## config.mk

```make
export PLATFORM = sky130hd
export DESIGN_NAME = e203_exu_bjp_resolve
export DESIGN_NICKNAME = d
export VERILOG_FILES = /design/src/rtl/e203_exu_bjp_resolve.sv
export SDC_FILE = /design/constraint.sdc
export NUM_CORES = 1
export LEC_CHECK = 0
export CAP_MARGIN = 30
export CORE_ASPECT_RATIO = 0.5
export CORE_MARGIN = 1
export CORE_UTILIZATION = 45
export CTS_CLUSTER_SIZE = 12
export DETAILED_ROUTE_END_ITERATION = 16
export PLACE_DENSITY = 0.85
export RECOVER_POWER = 25
export SYNTH_ARGS = -nofsm -noshare
export SYNTH_HDL_FRONTEND = slang
export SYNTH_SLANG_ARGS = --single-unit
```

## constraint.sdc

```tcl
create_clock -name clk -period 2.2 [get_ports clk]
set_input_delay 0.44 -clock clk [delete_from_list [all_inputs] [get_ports clk]]
set_output_delay 0.44 -clock clk [all_outputs]
set_load 0.01 [all_outputs]
```

## src/rtl/e203_exu_bjp_resolve.sv

```systemverilog
// Branch/jump resolver: compares the IFU's predicted taken bit with the ALU's result and
// asks the IFU to flush and redirect on a mispredict. Also keeps saturating branch statistics.
module e203_exu_bjp_resolve #(
  parameter int PC_SIZE = 32,
  parameter int CNT_W   = 32
) (
  input  logic               clk,
  input  logic               rst,
  input  logic               cmt_i_valid,
  output logic               cmt_i_ready,
  input  logic               cmt_i_bjp,
  input  logic [PC_SIZE-1:0] cmt_i_pc,
  input  logic               cmt_i_rv32,
  input  logic [PC_SIZE-1:0] cmt_i_imm,
  input  logic               cmt_i_bjp_prdt,
  input  logic               cmt_i_bjp_rslv,
  output logic               brchmis_flush_req,
  input  logic               brchmis_flush_ack,
  output logic [PC_SIZE-1:0] brchmis_flush_add_op1,
  output logic [PC_SIZE-1:0] brchmis_flush_add_op2,
  output logic               cmt_mis,
  input  logic               stat_clr,
  output logic [CNT_W-1:0]   stat_bjp_cnt,
  output logic [CNT_W-1:0]   stat_mis_cnt,
  output logic               dbg_state
);

  // Handshake: an instruction is taken on any rising edge where cmt_i_valid and cmt_i_ready
  // are both high; the upstream must hold its payload stable while valid is high and ready is low.

  typedef enum logic {
    ST_IDLE  = 1'b0,
    ST_FLUSH = 1'b1
  } state_t;

  state_t             r_state;
  state_t             w_state_nxt;
  logic               w_acc;
  logic               w_mis;
  logic [PC_SIZE-1:0] w_op2_nxt;
  logic [PC_SIZE-1:0] r_op1;
  logic [PC_SIZE-1:0] r_op2;
  logic               r_cmt_mis;
  logic [CNT_W-1:0]   r_bjp_cnt;
  logic [CNT_W-1:0]   r_mis_cnt;

  assign w_acc = cmt_i_valid & cmt_i_ready;
  assign w_mis = w_acc & cmt_i_bjp & (cmt_i_bjp_prdt != cmt_i_bjp_rslv);

  // Predicted taken but actually falls through: redirect to the next sequential PC.
  always_comb begin
    w_op2_nxt = cmt_i_imm;
    if (cmt_i_bjp_prdt) begin
      w_op2_nxt = cmt_i_rv32 ? PC_SIZE'(4) : PC_SIZE'(2);
    end
  end

  always_ff @(posedge clk) begin
    if (rst) begin
      r_state <= ST_IDLE;
    end else begin
      r_state <= w_state_nxt;
    end
  end

  always_comb begin
    w_state_nxt = r_state;
    case (r_state)
      ST_IDLE:  if (w_mis) w_state_nxt = ST_FLUSH;
      ST_FLUSH: if (brchmis_flush_ack) w_state_nxt = ST_IDLE;
      default:  w_state_nxt = ST_IDLE;
    endcase
  end

  always_comb begin
    cmt_i_ready       = 1'b0;
    brchmis_flush_req = 1'b0;
    case (r_state)
      ST_IDLE:  cmt_i_ready       = 1'b1;
      ST_FLUSH: brchmis_flush_req = 1'b1;
      default:  cmt_i_ready       = 1'b0;
    endcase
  end

  // Operands only change on a new mispredict, so they stay stable for the whole flush.
  always_ff @(posedge clk) begin
    if (rst) begin
      r_op1     <= '0;
      r_op2     <= '0;
      r_cmt_mis <= 1'b0;
    end else begin
      r_cmt_mis <= w_mis;
      if (w_mis) begin
        r_op1 <= cmt_i_pc;
        r_op2 <= w_op2_nxt;
      end
    end
  end

  always_ff @(posedge clk) begin
    if (rst || stat_clr) begin
      r_bjp_cnt <= '0;
      r_mis_cnt <= '0;
    end else begin
      if (w_acc && cmt_i_bjp && (r_bjp_cnt != {CNT_W{1'b1}})) begin
        r_bjp_cnt <= r_bjp_cnt + CNT_W'(1);
      end
      if (w_mis && (r_mis_cnt != {CNT_W{1'b1}})) begin
        r_mis_cnt <= r_mis_cnt + CNT_W'(1);
      end
    end
  end

  assign brchmis_flush_add_op1 = r_op1;
  assign brchmis_flush_add_op2 = r_op2;
  assign cmt_mis               = r_cmt_mis;
  assign stat_bjp_cnt          = r_bjp_cnt;
  assign stat_mis_cnt          = r_mis_cnt;
  assign dbg_state             = r_state;

endmodule

```

==> out/qor.txt, run 1 <==
Status: finished, final reports clean
EDFF count, synth: 0
Drt drc: 0
PwrDens: 659 nW/um^2
Final Hold Viols: 0
Post-DP HPWL: 12000 um
Vias in the first global route: 5899
Synth Instances: 661
Synthesis-to-layout area growth: 54.4%
Total GRT Usage: 0.270
Max Cap Viol: 0
Final period util: 0.976
WL final: 17800 um
Syn_area_per_cell: 8.52 um^2
Largest net degree at the start of global routing: 68
Post-CTS Resized: 0
IO Port Bufs: 204
Clk pin slew, worst setup/hold paths: 0.06 ns
Max frequency: 466 MHz
Cts bufs inserted: 17
CP Max Fanout: 9
Share of cells above drive strength 1: 0.124
Initial antenna violation count: 0
CTS tree: done
Worst VDD drop: 429 uV
Placed cell area: 8110 um^2
Required @ worst endpoint: 2.54 ns
CP max stage cell: or4_1
Worst setup path category: register to register
Rows: 28
#FFs+latches synth: 130
Total gr overflow: 0
Final cell count without fillers: 1074
Antenna cells: 0
Clk_lat worst skew: 0.42 ns
# Post-CTS Setup Buffers: 0
CTS Hold Bufs: 0
Setup repair after global routing missed its margin: false
Arrival time worst endpoint: 2.49 ns
Fin nets: 972
Via density: 5.64
Starting Density: 0.469
Crit path launch type: register
Critical path capture point type: register
Rel. slew slack: 0.489
Final instance area: 8700 um^2
Asr flop ratio synth: 0
Routed via count: 6062
Root buffer cell: clkbuf_16
First-pass GRT wire length: 28300 um
Worst slew pin tran: 0.767 ns
Initial DRC count: 452
Die Y: 81.1 um
Layout Skew: 0.00928 ns
Chip width: 160 um
Commonest non-fill, non-tap cells in the layout: 174 x clkdlybuf4s50_1, 130 x dfxtp_1, 100 x nand2_1, 71 x a21oi_1, 62 x nor2_1
Ys flop type: dfxtp_1
Crit-path cells: ha_1 > and3_1 > and4_1 > a21o_2 > or4_1 > a21oi_1
Post-route ant nets: 0
Syn Nets: 736
Unique masters post-synth: 58
# IOs: 205
H-tree Lvls: 4
RePlAce Congestion: 0.891
Core area: 12000 um^2
Commonest non-fill, non-tap cell in the layout: clkdlybuf4s50_1
Synth Warn #: 0
WL per Instance: 16.6 um
TritonCTS Sinks: 130
Slowest Stage Delay on Critical Path: 0.52 ns
TritonRoute pass-1 iters: 5
Final setup viols: 0
Die ar.: 13000 um^2
Mapped cell area: 5630 um^2
Leak: 3.11 nW
Fillers: 867
Sequential area share after synthesis: 0.462
Hold/Removal Path Class: register to register
Final Max Slew Viols: 0
Min cycle time layout: 2.15 ns
Placed cells: 1043
CTS Buffer Depth: 2
[final timing paths]
path / depth (start not counted) / to / slack, ns / from
worst min-delay path: 2 / brchmis_flush_add_op1[2] / 0.45 / brchmis_flush_add_op1[2]
worst min register to register: 2 / brchmis_flush_add_op1[2] / 0.45 / brchmis_flush_add_op1[2]
worst max register to register: 6 / stat_bjp_cnt[27] / 0.05 / stat_bjp_cnt[0]
worst max-delay path: 6 / stat_bjp_cnt[27] / 0.05 / stat_bjp_cnt[0]
[worst max-delay path: cells and delay by family, from the launching register on]
family	cells	cell delay [ns]
simple gates	3	0.98
compound gates	2	0.45
fa+ha+maj	1	0.28
flops	1	0.36
[cell type report]
cell class                 count  area, um^2  share of cell area
timing repair buffer         257        2440               0.280
sequential                   130        2600               0.299
inverter                      11        41.3             0.00475
clock inverter                13         163              0.0187
tap                          165         206              0.0237
multi-input combinational    480        2810               0.323
clock buffer                  18         439              0.0505
[kinds of logic after synthesis]
| logic type | after synthesis | share of synthesized area |
|---|---|---|
| and+or+nand+nor | 289 | 0.270 |
| AOI/OAI and AO/OA | 168 | 0.187 |
| DFF | 130 | 0.462 |
| buffers and inverters | 51 | 0.0431 |
| xor gates and xnor gates | 16 | 0.0249 |
| muxes | 5 | 0.00888 |
| adders and majority gates | 2 | 0.00444 |
[per-layer routing]
metal,up-vias,part of all wire,global-route usage
li1,2877,-,-
met1,2907,0.42,0.318
met2,233,0.50,0.477
met3,45,0.056,0.0592
met4,0,0.025,0.126
met5,-,0,0
[stage by stage]
stage | total power [mW] | worst slack, ns | util | TNS, ns | hold slack [ns]
2_1_floorplan | 2.62 | 0.227 | - | 0 | 0.481
3_3_place_gp | 2.88 | -0.219 | 0.675 | -4.63 | 0.440
3_5_place_dp | 2.89 | -0.270 | 0.675 | -7.25 | 0.446
4_1_cts | 5.77 | 0.0568 | 0.725 | 0 | 0.454
5_1_grt | 5.91 | 0.00510 | 0.724 | 0 | 0.468
6_report | 5.74 | 0.0520 | 0.724 | 0 | 0.451
[cell usage after synthesis, types with 5 or more instances]
| cell | number | area, um^2 |
|---|---|---|
| xnor2_1 | 13 | 114 |
| nand3_1 | 15 | 75.1 |
| clkbuf_1 | 27 | 101 |
| and3_1 | 5 | 31.3 |
| dfxtp_1 | 130 | 2600 |
| nand4_1 | 18 | 113 |
| nor2_1 | 63 | 236 |
| a22oi_1 | 30 | 225 |
| or4_1 | 17 | 128 |
| o31ai_1 | 17 | 128 |
| a211oi_1 | 6 | 45.0 |
| mux2i_1 | 5 | 50.1 |
| nor3_1 | 6 | 30.0 |
| inv_1 | 11 | 41.3 |
| o21ai_0 | 19 | 95.1 |
| a31oi_1 | 8 | 50.1 |
| nand2_1 | 101 | 379 |
| a21oi_1 | 71 | 355 |
| nor4_1 | 11 | 68.8 |
| or3_1 | 21 | 131 |
| and4_1 | 5 | 43.8 |
[report_power, final]
group          internal (mW)  switching, mW
clock                   1.81           1.10
sequential              2.39         0.0214
combinational          0.229          0.185
[sequential cells by signal, summed over array words and instances (netlist names)]
signal and cells:
brchmis_flush_add_op1 32, brchmis_flush_add_op2 32, stat_bjp_cnt 32, cmt_mis 1, stat_mis_cnt 32, dbg_state 1
(Power assumes the default switching activity.)
==> run 2, diff against run 1 <==
Settings changed: PLACE_DENSITY 0.85 to not set, PLACE_DENSITY_LB_ADDON set to 0.1.
Clock period 2.2 ns to 2.4 ns, I/O delays scaled along.
==> run 2 against run 1 <==
Compared with the run above:
- critical path depth up 1
- critical endpoint is now brchmis_flush_add_op1[26]
- total power shrank 13%
- utilization shrank 1.5 points
==> out/qor.txt, run 2 (synthesized netlist as in run 1, its figures left out) <==
Status: finished, final reports clean
Vias in the first global route: 5488
Final Hold Viols: 0
Final cell count without fillers: 1057
Largest net degree at the start of global routing: 68
Critical Path Most Common Cell: nand2_1
WL per Instance: 15.9 um
Post-DP HPWL: 11800 um
Clk_lat worst skew: 0.41 ns
Final period util: 0.887
Fin nets: 953
Pint: 3.80 mW
CTS tree: done
Top layer in use: met4
Post-CTS Resized: 0
# IOs: 205
Total GRT Usage: 0.258
Setup repair after global routing missed its margin: false
Arrival time worst endpoint: 2.46 ns
Final setup viols: 0
Layout Skew: 0.00795 ns
# Post-CTS Setup Buffers: 0
Core area: 12000 um^2
Root buffer cell: clkbuf_16
TritonCTS Sinks: 130
RePlAce Congestion: 0.912
Rows: 28
Buffers and inverters on the worst path: 3
TritonRoute pass-1 iters: 5
PwrDens: 589 nW/um^2
Family with the most delay on the worst path: buffers and inverters
Via density: 5.53
Sequential share of power: 0.441
Worst VDD drop: 490 uV
Die Y: 81.1 um
Initial DRC count: 412
Cts bufs inserted: 17
Initial antenna violation count: 1
Leak: 2.93 nW
Sw Share: 0.243
Starting Density: 0.469
Combinational share of power: 0.075
Die ar.: 13000 um^2
Reg2reg start: stat_bjp_cnt[4]
Rel. slew slack: 0.511
Met2 wire length: 8290 um
Drt drc: 0
Placed cells: 1024
Worst Min Path Start: brchmis_flush_add_op1[30]
Min cycle time layout: 2.13 ns
First-pass GRT wire length: 26500 um
Commonest non-fill, non-tap cells in the layout: 189 x clkdlybuf4s50_1, 130 x dfxtp_1, 101 x nand2_1, 71 x a21oi_1, 62 x nor2_1
Pre-CTS setup slack: -0.0505 ns
Max Cap Viol: 0
Clk network pwr share: 0.483
Hold/Removal Path Class: register to register
Setup ws final: 0.271 ns
Met3 WL: 1370 um
Commonest non-fill, non-tap cell in the layout: clkdlybuf4s50_1
Required @ worst endpoint: 2.73 ns
Slowest Stage Delay on Critical Path: 0.60 ns
Synthesis-to-layout area growth: 51.1%
H-tree Lvls: 4
WL final: 16800 um
Post-route ant nets: 0
Critical path capture point type: register
Chip width: 160 um
CTS Hold Bufs: 0
Routed via count: 5840
CP Max Fanout: 37
Final Max Slew Viols: 0
Worst Setup SP: cmt_i_bjp_prdt
Final Util: 0.709
Clk pin slew, worst setup/hold paths: 0.06 ns
CP max stage cell: clkbuf_2
Total gr overflow: 0
Share of cells above drive strength 1: 0.104
Worst setup path category: input port to register
Max frequency: 470 MHz
IO Port Bufs: 204
CTS Buffer Depth: 2
Crit path launch type: input port
Fillers: 932
Sw power: 1.22 mW
DRT met1 WL: 6850 um
Final Power: 5.02 mW
Worst slew pin tran: 0.734 ns
Crit-path cells: dlygate4sd3_1 > xor2_1 > buf_4 > nand2_1 > clkbuf_2 > nand2_1 > a21oi_1
==> run 2: cell count changes in the layout (fill, tap and decap cells not counted), sizes merged <==
cell | before | now
buf | 49 | 33
clkdlybuf4s50 | 174 | 189
dlygate4sd3 | 29 | 14
inv | 11 | 17
clkinv | 7 | 3
bufinv | 3 | 0
clkbuf | 23 | 21
clkinvlp | 3 | 4
diode | 0 | 1
==> run 2: final cells by class <==
type | count | area [um^2] | area share
inverter | 11 | 41.3 | 0.00485
multi-input combinational | 480 | 2800 | 0.328
sequential | 130 | 2600 | 0.306
antenna | 1 | 2.50 | 0.000294
clock buffer | 19 | 453 | 0.0532
timing repair buffer | 238 | 2310 | 0.272
clock inverter | 13 | 101 | 0.0119
tap | 165 | 206 | 0.0242
==> run 2: worst paths after layout <==
| check | endpoint | slack, ns | cells past startpoint |
|---|---|---|---|
| max | brchmis_flush_add_op1[26] | 0.27 | 7 |
| min | brchmis_flush_add_op1[30] | 0.45 | 2 |
| max reg2reg | stat_bjp_cnt[31] | 0.30 | 5 |
| min reg2reg | brchmis_flush_add_op1[30] | 0.45 | 2 |
==> run 2: worst register-to-register path: stages, from the launching register on <==
cell and delay [ns]:
dfxtp_1 0.42, and4_1 0.45, and4_1 0.26, nand4_2 0.22, or4_1 0.53, a21oi_1 0.16
==> run 2: stage by stage <==
step / hold slack (ns) / instance area (um^2) / setup TNS, ns
after global placement: 0.441 / 7980 / 0
after detailed placement: 0.447 / 7980 / -0.275
after floorplan: 0.481 / 5630 / 0
final: 0.452 / 8520 / 0
after global routing: 0.467 / 8510 / 0
after CTS: 0.455 / 8530 / 0
==> run 2: layer usage <==
layer,vias up,global-route usage
li1,2849,-
met1,2770,0.285
met2,194,0.457
met3,27,0.101
met4,0,0.0962
met5,-,0
==> run 2: power by group through the flow <==
stage	clock network, mW	logic [mW]	registers (mW)
floorplan	0	0.125	2.28
global placement	0	0.382	2.26
detailed placement	0	0.386	2.26
CTS	2.46	0.389	2.21
global route	2.56	0.409	2.22
finish	2.42	0.378	2.21
